--- src/rtl/bist_ch_sequencer.sv ---
// bist_ch_sequencer: UART-commanded BIST channel sequencer.
// Takes mask/duration commands, runs channels, reports sticky results.
module bist_ch_sequencer #(
   parameter int          NUM_CH  = 8,
   parameter int          CNT_W   = 32,
   parameter int unsigned DEF_RUN = 450_000_000
) (
   input  logic              clk,
   input  logic              resetn,
   input  logic [7:0]        rx_data,
   input  logic              rx_valid,
   output logic [7:0]        tx_data,
   output logic              tx_valid,
   input  logic              tx_ready,
   output logic [NUM_CH-1:0] ch_en,
   input  logic [NUM_CH-1:0] ch_done,
   input  logic [NUM_CH-1:0] ch_err,
   output logic              busy
);

   typedef enum logic [1:0] {
      IDLE,
      ARG,
      RUN,
      REPORT
   } state_t;

   localparam logic [7:0] CMD_S = 8'h53;
   localparam logic [7:0] CMD_T = 8'h54;
   localparam logic [7:0] CMD_X = 8'h58;
   localparam logic [7:0] CMD_R = 8'h52;
   localparam logic [7:0] HDR   = 8'hA5;

   localparam logic [CNT_W-1:0] DUR_RST = CNT_W'(DEF_RUN);
   localparam logic [CNT_W-1:0] ONE     = CNT_W'(1);

   state_t state, state_d;

   logic [NUM_CH-1:0] ch_en_d;
   logic              busy_d;
   logic              tx_valid_d;
   logic [7:0]        tx_data_d;
   logic [2:0]        tx_idx, tx_idx_d;
   logic [CNT_W-1:0]  run_cnt, run_cnt_d;
   logic [CNT_W-1:0]  dur, dur_d;
   logic [NUM_CH-1:0] done_stk, done_d;
   logic [NUM_CH-1:0] err_stk, err_d;
   logic [15:0]       pass_cnt, pass_d;
   logic              rpt_pend, rpt_d;
   logic              arg_t, arg_t_d;
   logic [1:0]        arg_n, arg_n_d;
   logic [23:0]       arg_sh, arg_sh_d;
   logic [15:0]       tmo, tmo_d;

   logic [31:0]       arg_word;
   logic [CNT_W-1:0]  new_dur;
   logic [NUM_CH-1:0] new_mask;
   logic [7:0]        done8;
   logic [7:0]        err8;
   logic [7:0]        nxt_byte;
   logic              hit_done;

   assign arg_word = {rx_data, arg_sh};
   assign new_dur  = arg_word[CNT_W-1:0];
   assign new_mask = rx_data[NUM_CH-1:0];
   assign done8    = 8'(done_stk);
   assign err8     = 8'(err_stk);
   assign hit_done = |(ch_done & ch_en);

   // Report byte that follows the one currently on tx_data.
   always_comb begin
      case (tx_idx)
         3'd0:    nxt_byte = done8;
         3'd1:    nxt_byte = err8;
         3'd2:    nxt_byte = pass_cnt[15:8];
         default: nxt_byte = pass_cnt[7:0];
      endcase
   end

   // Next-state and next-register decode for the command sequencer.
   always_comb begin
      state_d    = state;
      ch_en_d    = ch_en;
      tx_valid_d = tx_valid;
      tx_data_d  = tx_data;
      tx_idx_d   = tx_idx;
      run_cnt_d  = run_cnt;
      dur_d      = dur;
      done_d     = done_stk | (ch_done & ch_en);
      err_d      = err_stk | (ch_err & ch_en);
      pass_d     = pass_cnt;
      rpt_d      = rpt_pend;
      arg_t_d    = arg_t;
      arg_n_d    = arg_n;
      arg_sh_d   = arg_sh;
      tmo_d      = tmo;
      if (hit_done && (pass_cnt != 16'hFFFF))
         pass_d = pass_cnt + 16'd1;
      case (state)
         IDLE: begin
            if (rx_valid) begin
               case (rx_data)
                  CMD_S, CMD_T: begin
                     state_d = ARG;
                     arg_t_d = (rx_data == CMD_T);
                     arg_n_d = '0;
                     tmo_d   = '0;
                  end
                  CMD_R: begin
                     state_d = REPORT;
                     rpt_d   = 1'b1;
                  end
                  default: ;
               endcase
            end
         end
         ARG: begin
            if (rx_valid) begin
               tmo_d    = '0;
               arg_sh_d = {rx_data, arg_sh[23:8]};
               arg_n_d  = arg_n + 2'd1;
               if (!arg_t) begin
                  ch_en_d   = new_mask;
                  run_cnt_d = '0;
                  done_d    = '0;
                  err_d     = '0;
                  pass_d    = '0;
                  state_d   = (new_mask != '0) ? RUN : IDLE;
               end else if (arg_n == 2'd3) begin
                  dur_d   = (new_dur == '0) ? ONE : new_dur;
                  state_d = IDLE;
               end
            end else if (tmo == 16'hFFFF) begin
               state_d = IDLE;
            end else begin
               tmo_d = tmo + 16'd1;
            end
         end
         RUN: begin
            run_cnt_d = run_cnt + ONE;
            if (rx_valid && (rx_data == CMD_R))
               rpt_d = 1'b1;
            if ((rx_valid && (rx_data == CMD_X)) ||
                (run_cnt == dur - ONE)) begin
               ch_en_d = '0;
               state_d = REPORT;
            end
         end
         REPORT: begin
            if (!tx_valid) begin
               if (rpt_pend) begin
                  tx_valid_d = 1'b1;
                  tx_data_d  = HDR;
                  tx_idx_d   = '0;
                  rpt_d      = 1'b0;
               end else begin
                  state_d = IDLE;
               end
            end else if (tx_ready) begin
               if (tx_idx == 3'd4) begin
                  tx_valid_d = 1'b0;
                  tx_idx_d   = '0;
                  state_d    = IDLE;
               end else begin
                  tx_idx_d  = tx_idx + 3'd1;
                  tx_data_d = nxt_byte;
               end
            end
         end
         default: state_d = IDLE;
      endcase
      busy_d = (state_d == RUN);
   end

   // State register.
   always_ff @(posedge clk or negedge resetn) begin
      if (!resetn) state <= IDLE;
      else         state <= state_d;
   end

   // Datapath registers: outputs, counters, sticky masks, arg capture.
   always_ff @(posedge clk or negedge resetn) begin
      if (!resetn) begin
         ch_en    <= '0;
         busy     <= 1'b0;
         tx_valid <= 1'b0;
         tx_data  <= 8'h00;
         tx_idx   <= '0;
         run_cnt  <= '0;
         dur      <= DUR_RST;
         done_stk <= '0;
         err_stk  <= '0;
         pass_cnt <= '0;
         rpt_pend <= 1'b0;
         arg_t    <= 1'b0;
         arg_n    <= '0;
         arg_sh   <= '0;
         tmo      <= '0;
      end else begin
         ch_en    <= ch_en_d;
         busy     <= busy_d;
         tx_valid <= tx_valid_d;
         tx_data  <= tx_data_d;
         tx_idx   <= tx_idx_d;
         run_cnt  <= run_cnt_d;
         dur      <= dur_d;
         done_stk <= done_d;
         err_stk  <= err_d;
         pass_cnt <= pass_d;
         rpt_pend <= rpt_d;
         arg_t    <= arg_t_d;
         arg_n    <= arg_n_d;
         arg_sh   <= arg_sh_d;
         tmo      <= tmo_d;
      end
   end

endmodule
--- config.mk ---
export PLATFORM = sky130hd
export DESIGN_NAME = bist_ch_sequencer
export DESIGN_NICKNAME = d
export VERILOG_FILES = /design/src/rtl/bist_ch_sequencer.sv
export SDC_FILE = /design/constraint.sdc
export NUM_CORES = 1
export LEC_CHECK = 0
export CAP_MARGIN = 20
export CELL_PAD_IN_SITES_DETAIL_PLACEMENT = 1
export CELL_PAD_IN_SITES_GLOBAL_PLACEMENT = 2
export CORE_MARGIN = 2
export CORE_UTILIZATION = 44
export CTS_BUF_LIST = sky130_fd_sc_hd__clkbuf_8
export DETAILED_ROUTE_END_ITERATION = 16
export PLACE_DENSITY = 0.9
export SYNTH_ARGS = -nofsm -noshare
export SYNTH_HDL_FRONTEND = slang
export SYNTH_SLANG_ARGS = --single-unit
--- constraint.sdc ---
create_clock -name clk -period 4.63 [get_ports clk]
set_input_delay 0.6945 -clock clk [delete_from_list [all_inputs] [get_ports clk]]
set_output_delay 0.6945 -clock clk [all_outputs]
set_load 0.05 [all_outputs]
# Word-level counts from Yosys, hierarchy flattened
# Cells that the tools add are included.
[word_totals]
register_bits = 163
inputBits = 28
output_inout_bits = 18
word_cells = 134
[op_classes]
addsub = 6
eq_ne = 26
n_mux = 58
bitwise = 4
n_reduce_logical = 24
[ops]
columns = ["op", "n"]
rows = [
  ["$mux 16", 8],
  ["$mux 8", 13],
  ["$mux 32", 3],
  ["$pmux 32 s2", 1],
  ["$add 16x1->16 const B", 2],
  ["$add 32x1->32 const B", 1],
  ["$eq 32x32->1", 1],
  ["$eq 8x7->1 const B", 4],
  ["$logic_not 32->1", 1],
  ["$pmux 16 s2", 1],
  ["$sub 32x1->32 const B", 1],
  ["$mux 2", 14],
  ["$pmux 8 s3", 1],
  ["$reduce_and 4->1", 5],
  ["$and 8x8->8", 2],
  ["$eq 16x16->1 const B", 1],
  ["$ne 16x16->1 const B", 1],
  ["$ne 2x2->1 const B", 8],
  ["$or 8x8->8", 2],
  ["$pmux 8 s2", 1],
  ["$mux 3", 4],
  ["$reduce_and 3->1", 3],
  ["$eq 2x2->1 const B", 4],
  ["$mux 1", 8],
  ["other kinds (22)", 28],
]

# Depth between registers and ports, before layout
[depth]
word_depth = 7
depth_mapped = 13
ltp_nobuf = 10

# Worst setup path after synthesis
# No wires, ideal clock.
[synth_path]
path_kind = "input-to-reg"
from = "input rx_valid"
to = "register run_cnt[25]"
setup_time_ps = 132
t_arrival_ps = 2661
required_time_ps = 4498
slack_ps = 1837
path_stages = 11
n_path_buf = 3
path_cell_list = "clkbuf_1 -> and3b_1 -> buf_2 -> a21o_1 -> nand4_1 -> nor4_1 -> and2_0 -> clkbuf_1 -> nand3_1 -> xor2_1 -> nor2_1"
[synth_between]
elab_chain_len = 2
[synth_rtl]
columns = ["element", "line_no", "rtl"]
rows = [
  ["start: declaration", "11", "input logic rx_valid,"],
  ["$ne 2x2->1 (no source line)", "-", ""],
  ["$reduce_and 3->1 (no source line)", "-", ""],
  ["end signal: assignment", "205", "run_cnt <= run_cnt_d;"],
  ["end: declaration", "44", "logic [CNT_W-1:0] run_cnt, run_cnt_d;"],
]
# Every way passes these cells.
# A chain may end at the register's enable or synchronous reset.

# Worst setup path in the final report
[layout_path]
from = "register dur[0]"
to = "register ch_en[5]"
[layout_between]
elab_chain_len = 5
[layout_rtl]
columns = ["element", "line_no", "rtl"]
rows = [
  ["start: declaration", "45", "logic [CNT_W-1:0] dur, dur_d;"],
  ["start signal: assignment", "206", "dur <= dur_d;"],
  ["$sub 32x1->32", "144", "(run_cnt == dur - ONE)) begin"],
  ["$eq 32x32->1", "144", ""],
  ["$logic_or 1x1->1", "143", "if ((rx_valid && (rx_data == CMD_X)) ||"],
  ["$ne 2x2->1 (no source line)", "-", ""],
  ["$reduce_and 4->1 (no source line)", "-", ""],
  ["end signal: assignment", "200", "ch_en <= ch_en_d;"],
  ["end: declaration", "15", "output logic [NUM_CH-1:0] ch_en,"],
]
# Every way passes these cells.

==> results by group <==
Run status
  – Status: finished, final reports clean

Detailed routing
  – Post-route ant nets: 0
  – Vias: between 6000 and 7000
  – Average wire per standard cell: around 19 um
  – Final WL: 22650 um
  – Drt first pass iters: 4
  – DR iter-0 viols: 283
  – DRC viols: 0
  – Drt via density: roughly 5.7

CTS
  – CTS root buffer: clkbuf_8
  – CTS tree: yes
  – # Post-CTS Setup Buffers: 0
  – Worst-path clk slew: 0.10 ns
  – Clock sinks: approximately 160
  – Worst skew pair latency: 0.46 ns
  – H-tree depth: 4
  – Inserted Clock Buffers: 17
  – Max clock buf depth: 2
  – Hold Buf Count CTS: 0
  – Cts repair resizes: 0

GRT
  – Total track usage: a little under a quarter
  – Largest net degree at the start of global routing: 99
  – Vias in the first global route: between 7000 and 8000
  – Grt peak-use layer: met2
  – Met2 Use GR: 40.90%
  – Antenna violations before repair: 0
  – First-pass GRT wire length: between 30000 and 40000 um
  – Met1 Track Usage GR: 29.28%
  – Grt total ovfl: 0
  – Met3 GRT Util: roughly 4.1%

Critical path
  – R2r worst-path depth: 10
  – R2r endpoint: ch_en[5]$_DFFE_PN0P_
  – Flop-to-flop setup slack: 1.13 ns
  – Slowest stage delay, CP: 0.57 ns
  – Biggest fanout along the worst timing path: 9
  – Worst Path Required: 4.97 ns
  – Crit path capture type: flip-flop
  – Arr. time, crit path: roughly 3.8 ns
  – Crit path cell chain: inv_1, ha_1, nor2b_1, nand3_1, or4_1, a21oi_1, o221ai_1, nor4_2, and3_1, o31ai_1
  – CP max stage cell: or4_1
  – RR Startpoint: dur[0]$_DFFE_PN0P_
  – Startpoint types: flip-flop
  – Worst Setup Path Type: flip-flop to flip-flop

Power and ir drop
  – Power per Cell Area: about 490 nW/um^2
  – Clock power frac: between 20% and 30%
  – P_leak: 4.248 nW
  – Internal power component: ~2.9 mW
  – Reg power frac: a little over two fifths
  – Tot Pwr: between 4 and 5 mW
  – Worst IR drop on VDD: roughly 0.00021 V
  – Sw frac: between 40% and 50%
  – Total net switching power: approximately 1.9 mW
  – Comb power frac: 33.7%

STA
  – Worst-Margin Slew: 1.005 ns
  – # setup viols final: 0
  – Unrepaired setup endpoints after global routing: false
  – Final Hold Viols: 0
  – Setup TNS: 0 ns
  – Tmin final: about 3.5 ns
  – Fin. max-slew vios: 0
  – Final period util: 75.67%
  – PnR worst setup slack: 1.127 ns
  – Max Freq: roughly 290 MHz
  – Slew HR: about 32%
  – Worst Skew: 0.01404 ns

Yosys
  – Top cell type's share of synthesized area: a little over two fifths
  – Commonest cells in the netlist: 151 x dfrtp_1, 104 x nor2_1, 78 x nand2_1
  – Post-synth EDFFs: 0
  – Most frequent cell after synthesis: dfrtp_1
  – Cells after Synth: 884
  – Avg Cell Area, Syn: 9.753 um^2
  – Yosys warnings: 0
  – Post-synthesis sequential area ratio: a little under half
  – Seq cells post-synth: around 160
  – Largest area contributor in the netlist: dfrtp_1
  – Ys async rst share: 100.0%
  – Primary FF master, synth: dfrtp_1
  – Synth area leaders: dfrtp_1 44%, xor2_1 5.6%, nor2_1 4.5%, mux2_2 4.2%, dfstp_2 3.7%
  – Yosys cell types: 67
  – Synth Cell Area: 8622 um^2
  – Syn_nets: a little over 900

Cells and area
  – Sequential Area: 4094 um^2
  – Fraction of layout cells with a size suffix above 1: between 10% and 20%
  – Syn-to-layout area delta: 13.48%
  – Final Net Count: between 900 and 1000
  – Multi-input logic area: 4328 um^2
  – N_diodes: 0
  – Final Util: approximately half
  – Filler Cells Inserted: 2179

Hold path
  – Worst Hold Class: input port to asynchronous set/reset pin

Die
  – Num ports: between 40 and 50
  – Die area: 20730 um^2
  – Row count: 51
  – Die span in x: 144.0 um
  – Die Ht: 144.0 um
  – Core Footprint: roughly 19000 um^2
  – Initial core utilization: between 40 and 50%

Flow run
  – Maxcap violations: 0

Place
  – Detailed Place HPWL: between 15000 and 20000 um
  – PortBufs: 45
  – Gpl congestion: ~0.8
  – Pre-CTS WS: about 1.1 ns
-- routing by layer --
layer	up-vias	share of wire (%)
met5	-	0
met4	0	1.4
met3	22	2.5
met2	79	51
met1	3488	45
li1	3268	-
-- cells in the final DEF, fill, tap and decap left out, types with 4 or more instances in the layout --
cell type          n
a211oi_1           4
a21oi_1           40
a221oi_1           5
a22o_1            34
a22oi_1           11
a31oi_1           10
and2_1             8
and3_1            13
and4_1             7
buf_4             12
clkbuf_8          17
clkdlybuf4s50_1   44
clkinvlp_4         5
dfrtp_1          151
dfstp_2           12
ha_1              13
inv_1             16
mux2_2            32
mux2i_1            4
nand2_1           78
nand2b_1          13
nand3_1           36
nand4_1           18
nand4b_1           5
nor2_1           104
nor2b_1           10
nor3_1            12
nor3_2             4
nor4_1            12
o21ai_0           49
o31ai_1           16
or3_1              5
or4_1              5
xnor2_1           26
xor2_1            55
-- how the worst max path moves through the flow --
| stage | startpoint | to | cells after the start |
|---|---|---|---|
| 6_report | dur[0]$_DFFE_PN0P_ | ch_en[5]$_DFFE_PN0P_ | 10 |
| 5_1_grt | dur[0]$_DFFE_PN0P_ | ch_en[5]$_DFFE_PN0P_ | 10 |
| 4_1_cts | dur[0]$_DFFE_PN0P_ | ch_en[5]$_DFFE_PN0P_ | 10 |
| 3_5_place_dp | rx_valid | run_cnt[29]$_DFFE_PN0P_ | 10 |
| 3_3_place_gp | dur[0]$_DFFE_PN0P_ | ch_en[7]$_DFFE_PN0P_ | 10 |
| 2_1_floorplan | rx_valid | run_cnt[25]$_DFFE_PN0P_ | 11 |
-- cell families (layout without fill, tap and decap cells) --
kind of cell	count (synthesis)	in the layout	share of synthesized area [%]
AOI/OAI and AO/OA	191	191	14.70
xor gates and xnor gates	81	81	8.228
and+or+nand+nor	348	348	20.64
adders and majority gates	13	13	1.887
muxes	36	36	4.644
DFF	163	163	47.48
buffers and inverters	52	105	2.423
-- through the flow --
| step | cell area [um^2] | cells | hold slack [ns] |
|---|---|---|---|
| finish | 9784 | 1202 | 0.2954 |
| global route | 9784 | 1202 | 0.3760 |
| CTS | 9769 | 1201 | 0.3481 |
| detailed placement | 9351 | 1169 | 0.4791 |
| global placement | 9351 | 1169 | 0.4683 |
| floorplan | 8622 | 884 | 0.3989 |
-- registers in the layout, indices dropped and copies added (netlist names), 3 cells and up --
register and flops:
dur 32, done8 8, tx_idx 3, arg_sh 24
ch_en 8, tx_data 8, pass_cnt 16, err8 8
tmo 16, run_cnt 32
-- cell type report --
type                            instances  area share [%]
Multi-Input combinational cell        669           44.23
Inverter                               15          0.5754
Sequential cell                       163           41.84
Clock inverter                         15           1.880
Timing Repair Buffer                   58           5.691
Tap cell                              265           3.389
Clock buffer                           17           2.391
-- power groups by stage --
| stage | clock network (mW) | logic [mW] | registers, mW |
|---|---|---|---|
| after floorplan | 0 | 0.925 | 2.15 |
| after global placement | 0 | 1.58 | 2.06 |
| after detailed placement | 0 | 1.62 | 2.08 |
| after CTS | 1.15 | 1.64 | 2.06 |
| after global routing | 1.20 | 1.79 | 2.11 |
| final | 1.12 | 1.62 | 2.06 |
-- worst max-delay path, delay by kind of cell, from the launching register on --
kind | cells | cell delay (ns)
compound gates | 3 | 0.47
fa+ha+maj | 1 | 0.28
buf+inv | 1 | 0.09
flops | 1 | 0.42
simple gates | 5 | 2.11
Note: power is estimated with default switching activity, not from simulation.
